<file path="src/rtl/rx_serial_pkg.sv">
// Shared definitions for the 7N2 serial receiver: FSM state codes and frame geometry.
package rx_serial_pkg;

   typedef enum logic [3:0] {
      INICIAL     = 4'd0,
      CONFIRMA    = 4'd1,
      RECEBE      = 4'd2,
      ARMAZENA    = 4'd3,
      FINAL       = 4'd4,
      ESPERA_IDLE = 4'd5
   } estado_t;

   localparam int N_DADOS            = 7;
   localparam int N_STOP             = 2;
   localparam int N_AMOSTRAS         = N_DADOS + N_STOP;
   localparam int CLOCKS_POR_BIT_DEF = 5208;

endpackage

</file>
<file path="src/rtl/rx_serial_7n2_uc.sv">
// Control FSM of the 7N2 receiver: sequences start confirmation, bit sampling,
// character load and the completion pulse.
module rx_serial_7n2_uc
   import rx_serial_pkg::*;
(
   input  logic       clock,
   input  logic       reset,
   input  logic       rx_s_i,
   input  logic       fim_meio_i,
   input  logic       fim_bit_i,
   input  logic       ultimo_i,
   output logic       zera_o,
   output logic       conta_o,
   output logic       desloca_o,
   output logic       carrega_o,
   output logic       tick_o,
   output logic       pronto_o,
   output logic [3:0] db_estado_o
);

   estado_t estado_q, estado_d;

   always_ff @(posedge clock or negedge reset) begin
      if (!reset) estado_q <= INICIAL;
      else        estado_q <= estado_d;
   end

   always_comb begin
      estado_d  = estado_q;
      zera_o    = 1'b0;
      conta_o   = 1'b0;
      desloca_o = 1'b0;
      carrega_o = 1'b0;
      tick_o    = 1'b0;
      pronto_o  = 1'b0;
      case (estado_q)
         INICIAL: begin
            if (!rx_s_i) begin
               zera_o   = 1'b1;
               estado_d = CONFIRMA;
            end
         end
         // A line that is high again at mid-start was only a glitch.
         CONFIRMA: begin
            if (fim_meio_i) begin
               tick_o   = 1'b1;
               zera_o   = 1'b1;
               estado_d = rx_s_i ? INICIAL : RECEBE;
            end else begin
               conta_o = 1'b1;
            end
         end
         RECEBE: begin
            if (fim_bit_i) begin
               tick_o    = 1'b1;
               desloca_o = 1'b1;
               if (ultimo_i) estado_d = ARMAZENA;
            end else begin
               conta_o = 1'b1;
            end
         end
         ARMAZENA: begin
            carrega_o = 1'b1;
            estado_d  = FINAL;
         end
         FINAL: begin
            pronto_o = 1'b1;
            estado_d = rx_s_i ? INICIAL : ESPERA_IDLE;
         end
         ESPERA_IDLE: begin
            if (rx_s_i) estado_d = INICIAL;
         end
         default: estado_d = INICIAL;
      endcase
   end

   assign db_estado_o = estado_q;

endmodule

</file>
<file path="src/rtl/rx_serial_7n2.sv">
// 7N2 asynchronous serial receiver: synchronizer, bit timer, sample counter and
// shift register, sequenced by rx_serial_7n2_uc.
module rx_serial_7n2
   import rx_serial_pkg::*;
#(
   parameter int CLOCKS_POR_BIT = CLOCKS_POR_BIT_DEF
)(
   input  logic       clock,
   input  logic       reset,
   input  logic       dado_serial,
   output logic [6:0] dados_ascii,
   output logic       pronto,
   output logic       erro_stop,
   output logic       db_clock,
   output logic       db_tick,
   output logic       db_dado_serial,
   output logic [3:0] db_estado
);

   localparam int HALF_BIT = CLOCKS_POR_BIT / 2;
   localparam int TW       = (CLOCKS_POR_BIT > 1) ? $clog2(CLOCKS_POR_BIT) : 1;
   localparam logic [TW-1:0] FIM_MEIO = TW'(HALF_BIT - 1);
   localparam logic [TW-1:0] FIM_BIT  = TW'(CLOCKS_POR_BIT - 1);
   localparam logic [3:0]    ULTIMO   = 4'(N_AMOSTRAS - 1);

   logic [1:0]            sync_q;
   logic [TW-1:0]         timer_q, timer_d;
   logic [3:0]            bitcnt_q, bitcnt_d;
   logic [N_AMOSTRAS-1:0] shift_q, shift_d;
   logic [6:0]            dados_q, dados_d;
   logic                  erro_q, erro_d;
   logic                  rx_s;
   logic                  zera, conta, desloca, carrega;

   assign rx_s = sync_q[1];

   // Synchronizer idles high so reset never looks like a start bit.
   always_ff @(posedge clock or negedge reset) begin
      if (!reset) sync_q <= 2'b11;
      else        sync_q <= {sync_q[0], dado_serial};
   end

   always_ff @(posedge clock or negedge reset) begin
      if (!reset) begin
         timer_q  <= '0;
         bitcnt_q <= '0;
         shift_q  <= '0;
         dados_q  <= '0;
         erro_q   <= 1'b0;
      end else begin
         timer_q  <= timer_d;
         bitcnt_q <= bitcnt_d;
         shift_q  <= shift_d;
         dados_q  <= dados_d;
         erro_q   <= erro_d;
      end
   end

   // Samples enter at the top, so after the last stop bit data sits LSB-aligned
   // with stop1/stop2 in the two upper positions.
   always_comb begin
      timer_d  = timer_q;
      bitcnt_d = bitcnt_q;
      shift_d  = shift_q;
      dados_d  = dados_q;
      erro_d   = erro_q;
      if (zera) begin
         timer_d  = '0;
         bitcnt_d = '0;
      end else if (desloca) begin
         timer_d  = '0;
         bitcnt_d = bitcnt_q + 4'd1;
         shift_d  = {rx_s, shift_q[N_AMOSTRAS-1:1]};
      end else if (conta) begin
         timer_d  = timer_q + 1'b1;
      end
      if (carrega) begin
         dados_d = shift_q[N_DADOS-1:0];
         erro_d  = ~(&shift_q[N_AMOSTRAS-1:N_DADOS]);
      end
   end

   rx_serial_7n2_uc u_uc (
      .clock       (clock),
      .reset       (reset),
      .rx_s_i      (rx_s),
      .fim_meio_i  (timer_q == FIM_MEIO),
      .fim_bit_i   (timer_q == FIM_BIT),
      .ultimo_i    (bitcnt_q == ULTIMO),
      .zera_o      (zera),
      .conta_o     (conta),
      .desloca_o   (desloca),
      .carrega_o   (carrega),
      .tick_o      (db_tick),
      .pronto_o    (pronto),
      .db_estado_o (db_estado)
   );

   assign dados_ascii    = dados_q;
   assign erro_stop      = erro_q;
   assign db_clock       = clock;
   assign db_dado_serial = rx_s;

endmodule

</file>
<file path="config.mk">
export PLATFORM = sky130hd
export DESIGN_NAME = rx_serial_7n2
export DESIGN_NICKNAME = d
export VERILOG_FILES = /design/src/rtl/rx_serial_pkg.sv /design/src/rtl/rx_serial_7n2_uc.sv /design/src/rtl/rx_serial_7n2.sv
export SDC_FILE = /design/constraint.sdc
export NUM_CORES = 1
export LEC_CHECK = 0
export BUFFER_PORTS_ARGS = -buffer_cell sky130_fd_sc_hd__buf_2
export CAP_MARGIN = 15
export CORE_UTILIZATION = 55
export DETAILED_ROUTE_END_ITERATION = 10
export PLACE_DENSITY = 0.75
export SLEW_MARGIN = 20
export SYNTH_ARGS = -nofsm -noshare
export SYNTH_HDL_FRONTEND = slang
export SYNTH_HIERARCHICAL = 1
export SYNTH_SLANG_ARGS = --single-unit
export TNS_END_PERCENT = 10
</file>
<file path="constraint.sdc">
create_clock -name clock -period 4.05 [get_ports clock]
set_clock_uncertainty 0.1 [all_clocks]
set_input_delay 0.2025 -clock clock [delete_from_list [all_inputs] [get_ports clock]]
set_output_delay 0.2025 -clock clock [all_outputs]
set_load 0.01 [all_outputs]
</file>
# ---- Word-level counts from Yosys, hierarchy flattened
# Cells that the tools add are included.
dict set report word_totals {
  in_bits 3
  reg_bits 40
  out_inout_bits 16
  elab_cells 54
}
dict set report op_classes {
  n_eq_ne 13
  bitwise 2
  n_reduce_logical 6
  mux 24
  add_sub_neg 2
}
# operator count
set ops {}
lappend ops {{$mux 13} 3}
lappend ops {{$mux 4} 7}
lappend ops {{$pmux 4 s6} 1}
lappend ops {{$add 13x1->13 const B} 1}
lappend ops {{$eq 13x12->1 const B} 1}
lappend ops {{$eq 13x13->1 const B} 1}
lappend ops {{$eq 4x2->1 const B} 2}
lappend ops {{$eq 4x3->1 const B} 2}
lappend ops {{$mux 1} 8}
lappend ops {{$ne 2x1->1 const B} 3}
lappend ops {{$pmux 1 s2} 3}
lappend ops {{$reduce_and 5->1} 1}
lappend ops {{$add 4x1->4 const B} 1}
lappend ops {{$eq 4x1->1 const B} 1}
lappend ops {{$eq 4x4->1 const B} 1}
lappend ops {{$logic_not 4->1} 1}
lappend ops {{$ne 2x2->1 const B} 2}
lappend ops {{$reduce_and 2->1} 2}
lappend ops {{$mux 3} 1}
lappend ops {{$reduce_bool 3->1} 1}
lappend ops {{$mux 2} 1}
lappend ops {{$not 1->1} 2}
lappend ops {{$reduce_bool 2->1} 1}

# ---- Logic depth before layout (Yosys ltp)
# Gate-level depths: netlist of run 1.
dict set report logic_depth {
  ltp_word 6
  mapped_depth 11
  depth_no_buf 10
}

# ---- By module
# Netlist of run 1, hierarchy kept.
# module area_each_um2 seq_area_each_um2 cells_each instances
set by_module_without_submodules {}
lappend by_module_without_submodules {rx_serial_7n2 1686.6 903.4 144 1}
lappend by_module_without_submodules {rx_serial_7n2_uc 255.2 75.1 32 1}

==> results of run 1 <==
==> worst max path at each step <==
stage	startpoint	endpoint	slack, ns
6_report	timer_q[0]	shift_q[8]	0.78
2_1_floorplan	timer_q[0]	shift_q[0]	1.19
5_1_grt	timer_q[0]	shift_q[5]	0.44
3_5_place_dp	timer_q[0]	shift_q[1]	0.83
3_3_place_gp	timer_q[0]	shift_q[5]	1.02
4_1_cts	timer_q[0]	shift_q[1]	0.80
==> worst register-to-register path, cell delays in order (launching register included) <==
cell and delay (ns):
dfrtp_1 0.46, ha_1 0.29, nor4b_1 0.26, nand4_1 0.12
nor4_1 0.65, a21oi_1 0.15, nor3_1 0.18, buf_4 0.19
nand2b_1 0.37, mux2_2 0.39
==> cell families (layout without fill, tap and decap cells) <==
kind of cell,Yosys count,count (layout),synth area share (%)
other,1,1,0.193
flip-flops,39,39,50.4
adder cells (fa/ha/maj),3,3,1.93
AO/OA/AOI/OAI,19,19,5.67
multiplexers,21,21,11.9
buffers and inverters,15,33,5.54
AND/OR/NAND/NOR,71,71,21.3
XOR/XNOR,7,7,3.16
==> stage by stage <==
stage	util [%]	setup WS (ns)	hold WS (ns)	instances
floorplan	-	1.19	-0.193	176
global placement	59.2	1.02	0.203	227
detailed placement	59.2	0.832	0.203	227
CTS	62.1	0.797	0.267	240
global route	62.1	0.438	0.260	240
finish	62.1	0.783	0.266	240
==> synthesized netlist by cell type, drive strengths merged (3+ instances only) <==
master,n
o21ai,3
ha,3
nand2,10
mux2i,5
a21oi,9
mux2,16
xnor2,3
nor2,21
dfrtp,37
xor2,4
clkbuf,3
nand4,9
and4,3
nand3,5
or3,6
buf,10
==> registers in the layout, summed over array words and instances, names as in the netlist <==
name              cells
sync_q                2
erro_stop             1
bitcnt_q              4
dados_ascii           7
timer_q              13
shift_q               9
u_uc/db_estado_o      3
==> layout make-up <==
type | instances | area share (%)
Clock buffer | 10 | 3.30
Inverter | 2 | 0.359
Timing Repair Buffer | 19 | 5.15
Clock inverter | 2 | 0.599
Multi-Input combinational cell | 122 | 41.0
Tap cell | 46 | 2.76
Sequential cell | 39 | 46.9
==> power by group through the flow <==
stage | logic, mW | registers [mW] | clock network (mW)
floorplan | 0.00187 | 0.400 | 0.0203
global placement | 0.0101 | 0.400 | 0.0149
detailed placement | 0.0106 | 0.400 | 0.0149
CTS | 0.0120 | 0.392 | 0.258
global route | 0.0137 | 0.393 | 0.280
finish | 0.0114 | 0.392 | 0.249
==> repair_timing <==
| action | CTS | global route |
|---|---|---|
| hold buffers | 2 | 0 |
| setup endpoints to repair | 0 | 0 |
| hold endpoints to repair | 38 | 0 |
==> per-layer routing <==
layer	share of wire, %	wire length, um
met5	0	0
met4	2.1	76
met3	4.8	170
met2	48	1700
met1	45	1600
==> impl_summary.log, run 1 <==
[metrics] r2r startpoint: timer_q[0]
[metrics] global-route track usage on met2: 35.6%
[metrics] Via density: 5.86
[metrics] standard cell area after detailed placement: 1990 um^2
[metrics] average wire per cell in the routed design: 14.8 um
[metrics] Hold Violations, Final: 0
[metrics] antenna viol nets, final: 0
[metrics] global-route track usage on met1: 25.9%
[metrics] worst supply voltage drop on vdd: 247 uV
[metrics] fmax: 306 MHz
[metrics] data arrival time of the critical path: 3.52 ns
[metrics] net load switching power: 0.153 mW
[metrics] part of the power in combinational logic: 1.7%
[metrics] Final Net Count: 199
[metrics] kind of launch point of the worst setup path: flip-flop
[metrics] number of post-CTS setup repair buffers: 0
[metrics] DP HPWL: 2450 um
[metrics] Row Count: 21
[metrics] async set-or-reset flop fraction in the synthesized netlist: 100%
[metrics] CP peak stage delay: 0.65 ns
[metrics] first-pass GRT wire length: 5820 um
[metrics] drc violations: 0
[metrics] pin count of the biggest net entering global routing: 40
[metrics] number of flops mapped to enable cells by yosys: 0
[metrics] synthesized area divided by synthesized cell count: 11.0 um^2
[metrics] cell count after synthesis: 176
[metrics] worst setup path class: reg2reg
[metrics] setup TNS: 0 ns
[metrics] clk slew on worst S/H paths: 0.12 ns
[metrics] number of detailed-routing iterations run before antenna repair: 4
[metrics] Crit-path slowest cell: nor4_1
[metrics] worst slew margin relative to its limit: 44.1%
[metrics] Chip Height: 61.4 um
[metrics] fraction of layout instances using a drive strength above 1: 27.8%
[metrics] synthesized netlist net count: 182
[metrics] LEAKAGE: 1.03 nW
[metrics] remaining global-route overflow: 0
[metrics] drt first-iter violations: 102
[metrics] total buffers and inverters traversed by the critical path: 1
[metrics] area of the die: 3770 um^2
[metrics] Final GP Congestion: 0.787
[metrics] GRT Max-Usage Layer: met2
[metrics] Syn. warnings: 6
[metrics] setup violation total in the final timing report: 0
[metrics] portion of total power attributed to the clock network: 38.2%
[metrics] setup repair after global routing missed its margin: no
[metrics] Final Max Slew Viols: 0
[metrics] clock tree from TritonCTS: built
[metrics] antenna violations before repair: 0
[metrics] Final Routed Wirelength: 3550 um
[metrics] Worst Max-Slew Pin Slew: 0.838 ns
[metrics] final critical path time including I/O delays and setup: 3.27 ns
[metrics] most common library cell in the layout ignoring fill and taps: dfrtp_1
[metrics] clk_lat worst skew: 0.45 ns
[metrics] count of buffers inserted at the top-level ports: 17
[metrics] post-synthesis instance area: 1940 um^2
[metrics] total stage count of the critical path: 9
[metrics] die width: 61.4 um
[metrics] flops & latches, synth: 39
[metrics] post-CTS resize count: 0
[metrics] number of top-level pins: 19
[metrics] vias: 1,406
[metrics] Primary FF master, synth: dfrtp_1
[metrics] cell chain of the critical path: ha_1 -> nor4b_1 -> nand4_1 -> nor4_1 -> a21oi_1 -> nor3_1 -> buf_4 -> nand2b_1 -> mux2_2
[metrics] final design area excluding fillers: 2090 um^2
[metrics] Layout area overhead: 7.54%
[metrics] cell taking the most area after synthesis: dfrtp_1
[metrics] antenna fix cells: 0
[metrics] fraction of the yosys area taken by sequential cells: 50.4%
[metrics] post-route fraction of the period consumed by the critical path: 80.7%
[metrics] grt met3 use: 8.61%
[metrics] outcome: completed
[metrics] post-layout total power: 0.653 mW
[metrics] cell types with the largest area share after synthesis: dfrtp_1 48%, mux2_2 9.3%, nor2_1 3.9%
[metrics] area share of the largest cell type after synthesis: 47.7%
[metrics] starting density of the core: 57.7%
[metrics] switching fraction of total power: 23.4%
[metrics] CP Capture Type: flip-flop
[metrics] via count of the first global-routing pass: 1,360
[metrics] sequential group share of total power: 60.1%
[metrics] crit-path leading delay family: simple AND/OR/NAND/NOR gates
[metrics] commonest cells after routing, fill and taps aside: 37 x dfrtp_1, 20 x nor2_1, 17 x buf_2
[metrics] aggregate global-route resource usage: 22.0%
[metrics] sequential cell area: 978 um^2
[metrics] Hold Path Class: in2async
[metrics] # fillers: 298
[metrics] R2R cell count: 9
[metrics] floorplan core area: 3360 um^2
[metrics] distinct cell type count of the synthesized netlist: 43
[metrics] internal power of the cells: 0.500 mW
[metrics] reg-to-reg setup timing slack: 0.78 ns
[metrics] required time worst endpoint: 4.30 ns
[metrics] critical-path maximum fanout: 10
[metrics] endpoint of the lowest-slack register-to-register path: shift_q[8]
[metrics] areal power density over the cells: 313 nW/um^2
[metrics] number of max-cap violations: 0
[metrics] area of the multi-input gates: 856 um^2
Power figures use the tool's default switching activity.
==> run 2: changes to the inputs <==
--- a/config.mk
+++ b/config.mk
@@ -5,11 +5,12 @@
 export SDC_FILE = /design/constraint.sdc
 export NUM_CORES = 1
 export LEC_CHECK = 0
+export ABC_AREA = 1
 export BUFFER_PORTS_ARGS = -buffer_cell sky130_fd_sc_hd__buf_2
 export CAP_MARGIN = 15
-export CORE_UTILIZATION = 55
+export CORE_UTILIZATION = 52
 export DETAILED_ROUTE_END_ITERATION = 10
-export PLACE_DENSITY = 0.75
+export PLACE_DENSITY = 0.74
 export SLEW_MARGIN = 20
 export SYNTH_ARGS = -nofsm -noshare
 export SYNTH_HDL_FRONTEND = slang
==> constraint.sdc (replaced) <==
create_clock -name clock -period 2.7 [get_ports clock]
set_clock_uncertainty 0.1 [all_clocks]
set_input_delay 0.135 -clock clock [delete_from_list [all_inputs] [get_ports clock]]
set_output_delay 0.135 -clock clock [all_outputs]
set_load 0.01 [all_outputs]
==> impl_summary.log, run 2 <==
[metrics] Worst Hold Endpoint: sync_q[1]
[metrics] drc violations: 0 (unchanged)
[metrics] antenna violations before repair: 0 (unchanged)
[metrics] remaining global-route overflow: 0 (unchanged)
[metrics] clock tree from TritonCTS: built (unchanged)
[metrics] Syn. warnings: 6 (unchanged)
[metrics] via count of the first global-routing pass: 1,484 (was 1,360)
[metrics] Chip Height: 63.6 um (was 61.4 um)
[metrics] critical-path maximum fanout: 12 (was 10)
[metrics] largest family of logic cells by synthesized area: simple AND/OR/NAND/NOR gates (unchanged)
[metrics] area share of the largest cell type after synthesis: 47.0% (was 47.7%)
[metrics] antenna fix cells: 0 (unchanged)
[metrics] portion of total power attributed to the clock network: 45.8% (was 38.2%)
[metrics] number of top-level pins: 19 (unchanged)
[metrics] Layout area overhead: 12.6% (was 7.54%)
[metrics] worst supply voltage drop on vdd: 432 uV (was 247 uV)
[metrics] r2r startpoint: timer_q[1] (was timer_q[0])
[metrics] cell count after synthesis: 249 (was 176)
[metrics] Post-Synth XOR/XNOR Area: 0% (was 3.16%)
[metrics] Worst Max-Slew Pin Slew: 0.823 ns (was 0.838 ns)
[metrics] setup violation total in the final timing report: 0 (unchanged)
[metrics] cell types with the largest area share after synthesis: dfrtp_1 47%, nand2_1 9.9%, nor2_1 8.8% (was dfrtp_1 48%, mux2_2 9.3%, nor2_1 3.9%)
[metrics] net load switching power: 0.242 mW (was 0.153 mW)
[metrics] Hold Startpoint: sync_q[0]
[metrics] R2R cell count: 12 (was 9)
[metrics] worst hold path stage count: 0
[metrics] kind of launch point of the worst setup path: flip-flop (unchanged)
[metrics] Row Count: 22 (was 21)
[metrics] global-route track usage on met1: 26.0% (was 25.9%)
[metrics] Hold Path Class: reg2reg (was in2async)
[metrics] LEAKAGE: 1.13 nW (was 1.03 nW)
[metrics] Hold Violations, Final: 0 (unchanged)
[metrics] multiplexer area fraction after synthesis: 1.14% (was 11.9%)
[metrics] synthesized netlist net count: 255 (was 182)
[metrics] clk_lat worst skew: 0.39 ns (was 0.45 ns)
[metrics] die width: 63.6 um (was 61.4 um)
[metrics] internal power of the cells: 0.875 mW (was 0.500 mW)
[metrics] fmax: 441 MHz (was 306 MHz)
[metrics] reg-to-reg setup timing slack: 0.43 ns (was 0.78 ns)
[metrics] area of the die: 4040 um^2 (was 3770 um^2)
[metrics] switching fraction of total power: 21.7% (was 23.4%)
[metrics] GRT Max-Usage Layer: met2 (unchanged)
[metrics] first-pass GRT wire length: 6290 um (was 5820 um)
[metrics] Final Max Slew Viols: 0 (unchanged)
[metrics] post-layout total power: 1.12 mW (was 0.653 mW)
[metrics] synthesized area divided by synthesized cell count: 7.92 um^2 (was 11.0 um^2)
[metrics] Final Net Count: 278 (was 199)
[metrics] floorplan core area: 3660 um^2 (was 3360 um^2)
[metrics] fraction of layout instances using a drive strength above 1: 17.9% (was 27.8%)
[metrics] fraction of the yosys area taken by sequential cells: 49.6% (was 50.4%)
[metrics] top cell types by occurrence after synthesis: 52 x nand2_1, 46 x nor2_1, 37 x dfrtp_1 (was 37 x dfrtp_1, 20 x nor2_1, 16 x mux2_2)
[metrics] most numerous cell in the Yosys netlist: nand2_1 (was dfrtp_1)
[metrics] Final Routed Wirelength: 3520 um (was 3550 um)
[metrics] post-synthesis instance area: 1970 um^2 (was 1940 um^2)
[metrics] part of the power in combinational logic: 1.6% (was 1.7%)
[metrics] number of detailed-routing iterations run before antenna repair: 4 (unchanged)
[metrics] compound-cell area share of the yosys netlist: 7.99% (was 5.67%)
[metrics] vias: 1,625 (was 1,406)
[metrics] clk slew on worst S/H paths: 0.07 ns (was 0.12 ns)
[metrics] DP HPWL: 2520 um (was 2450 um)
[metrics] count of buffers inserted at the top-level ports: 17 (unchanged)
[metrics] distinct cell type count of the synthesized netlist: 29 (was 43)
[metrics] worst slew margin relative to its limit: 45.2% (was 44.1%)
[metrics] sequential group share of total power: 52.6% (was 60.1%)
[metrics] drt first-iter violations: 146 (was 102)
[metrics] post-route fraction of the period consumed by the critical path: 84.0% (was 80.7%)
[metrics] final critical path time including I/O delays and setup: 2.27 ns (was 3.27 ns)
[metrics] pin count of the biggest net entering global routing: 40 (unchanged)
[metrics] CP peak stage delay: 0.41 ns (was 0.65 ns)
[metrics] fraction of the mapped netlist area in adder cells: 1.90% (was 1.93%)
[metrics] areal power density over the cells: 503 nW/um^2 (was 313 nW/um^2)
[metrics] antenna viol nets, final: 0 (unchanged)
[metrics] worst setup path class: reg2reg (unchanged)
[metrics] Post-Route Hold Slack: 0.264 ns (was 0.266 ns)
[metrics] global-route track usage on met2: 30.9% (was 35.6%)
[metrics] final standard cell utilization of the core: 60.6% (was 62.1%)
[metrics] outcome: completed (unchanged)
[metrics] setup TNS: 0 ns (unchanged)
[metrics] cell chain of the critical path: ha_1 -> nand2_1 -> nor4_1 -> inv_1 -> nor2_1 -> nor2_2 -> nand2_2 -> nand2_1 -> nor2_1 -> nand3_1 -> nand2_1 -> nor2_1 (was ha_1 -> nor4b_1 -> nand4_1 -> nor4_1 -> a21oi_1 -> nor3_1 -> buf_4 -> nand2b_1 -> mux2_2)
[metrics] flops & latches, synth: 39 (unchanged)
[metrics] async set-or-reset flop fraction in the synthesized netlist: 100% (unchanged)
[metrics] commonest cells after routing, fill and taps aside: 52 x nand2_1, 45 x nor2_1, 37 x dfrtp_1 (was 37 x dfrtp_1, 20 x nor2_1, 17 x buf_2)
[metrics] starting density of the core: 53.9% (was 57.7%)
[metrics] number of flip-flops under the largest register name: 13 (unchanged)
[metrics] Crit-path slowest cell: dfrtp_1 (was nor4_1)
[metrics] CP Capture Type: flip-flop (unchanged)
[metrics] number of post-CTS setup repair buffers: 0 (unchanged)
[metrics] Via density: 5.06 (was 5.86)
[metrics] Final GP Congestion: 0.840 (was 0.787)
[metrics] most common library cell in the layout ignoring fill and taps: nand2_1 (was dfrtp_1)
[metrics] average wire per cell in the routed design: 11.0 um (was 14.8 um)
[metrics] required time worst endpoint: 2.88 ns (was 4.30 ns)
[metrics] grt met3 use: 6.16% (was 8.61%)
[metrics] aggregate global-route resource usage: 20.3% (was 22.0%)
[metrics] Primary FF master, synth: dfrtp_1 (unchanged)
[metrics] cell taking the most area after synthesis: dfrtp_1 (unchanged)
[metrics] endpoint of the lowest-slack register-to-register path: timer_q[11] (was shift_q[8])
[metrics] number of flops mapped to enable cells by yosys: 0 (unchanged)
[metrics] setup repair after global routing missed its margin: no (unchanged)
[metrics] number of max-cap violations: 0 (unchanged)
[metrics] data arrival time of the critical path: 2.44 ns (was 3.52 ns)
[metrics] simple-gate portion of the synthesized area: 30.5% (was 21.3%)
[metrics] largest reg by FF count: timer_q (unchanged)
-- run 2: how the worst max path moves through the flow --
stage / startpoint / to / slack [ns] / depth (start not counted)
3_5_place_dp: timer_q[0] / timer_q[6] / 0.28 / 12
3_3_place_gp: timer_q[0] / timer_q[11] / 0.40 / 11
2_1_floorplan: timer_q[1] / timer_q[11] / 0.61 / 12
4_1_cts: timer_q[0] / timer_q[6] / 0.26 / 12
6_report: timer_q[1] / timer_q[11] / 0.43 / 12
5_1_grt: timer_q[1] / timer_q[6] / 0.15 / 12
-- run 2: per-stage QoR --
step / cells / setup WS [ns] / instance area, um^2
floorplan: 249 / 0.614 / 1970
global placement: 308 / 0.400 / 2070
detailed placement: 308 / 0.276 / 2070
CTS: 321 / 0.259 / 2220
global route: 321 / 0.149 / 2220
finish: 321 / 0.433 / 2220
-- run 2: cells by family (layout without fill, tap and decap cells) --
kind of cell    after synthesis  in the layout
compound gates               30             30
fa+ha+maj                     3              3
buf+inv                      37             61
flops                        39             39
mux                           2              2
other cells                   1              1
simple gates                137            137
-- run 2: routing by layer --
| layer | wire, um | vias to the layer above |
|---|---|---|
| met4 | 44 | 0 |
| li1 | - | 836 |
| met2 | 1580 | 46 |
| met3 | 147 | 8 |
| met5 | 0 | - |
| met1 | 1750 | 735 |
-- run 2: cell type report --
cell class                      count  area, um^2
Clock buffer                       10         119
Clock inverter                      2        12.5
Fill cell                         340        1440
Inverter                           29         110
Multi-Input combinational cell    173         825
Sequential cell                    39         978
Tap cell                           48        60.1
Timing Repair Buffer               20         115
-- run 2: what timing repair did --
item                                    CTS  global route
hold buffers                              2             0
endpoints found under the setup margin    0             1
hold endpoints to repair                 38             0
resized for setup                         0             1
-- run 2: worst max-delay path, delay by kind of cell, from the launching register on --
kind / cells / cell delay (ns)
flip-flops: 1 / 0.41
AND/OR/NAND/NOR: 10 / 1.27
adder cells (fa/ha/maj): 1 / 0.25
buffers and inverters: 1 / 0.13
-- run 2: power groups by stage --
| stage | Sequential (mW) | Combinational (mW) | Clock [mW] |
|---|---|---|---|
| detailed placement | 0.599 | 0.0167 | 0.0224 |
| CTS | 0.588 | 0.0188 | 0.525 |
| floorplan | 0.599 | 0.00352 | 0.0305 |
| global route | 0.588 | 0.0214 | 0.558 |
| global placement | 0.599 | 0.0167 | 0.0224 |
| finish | 0.588 | 0.0176 | 0.512 |
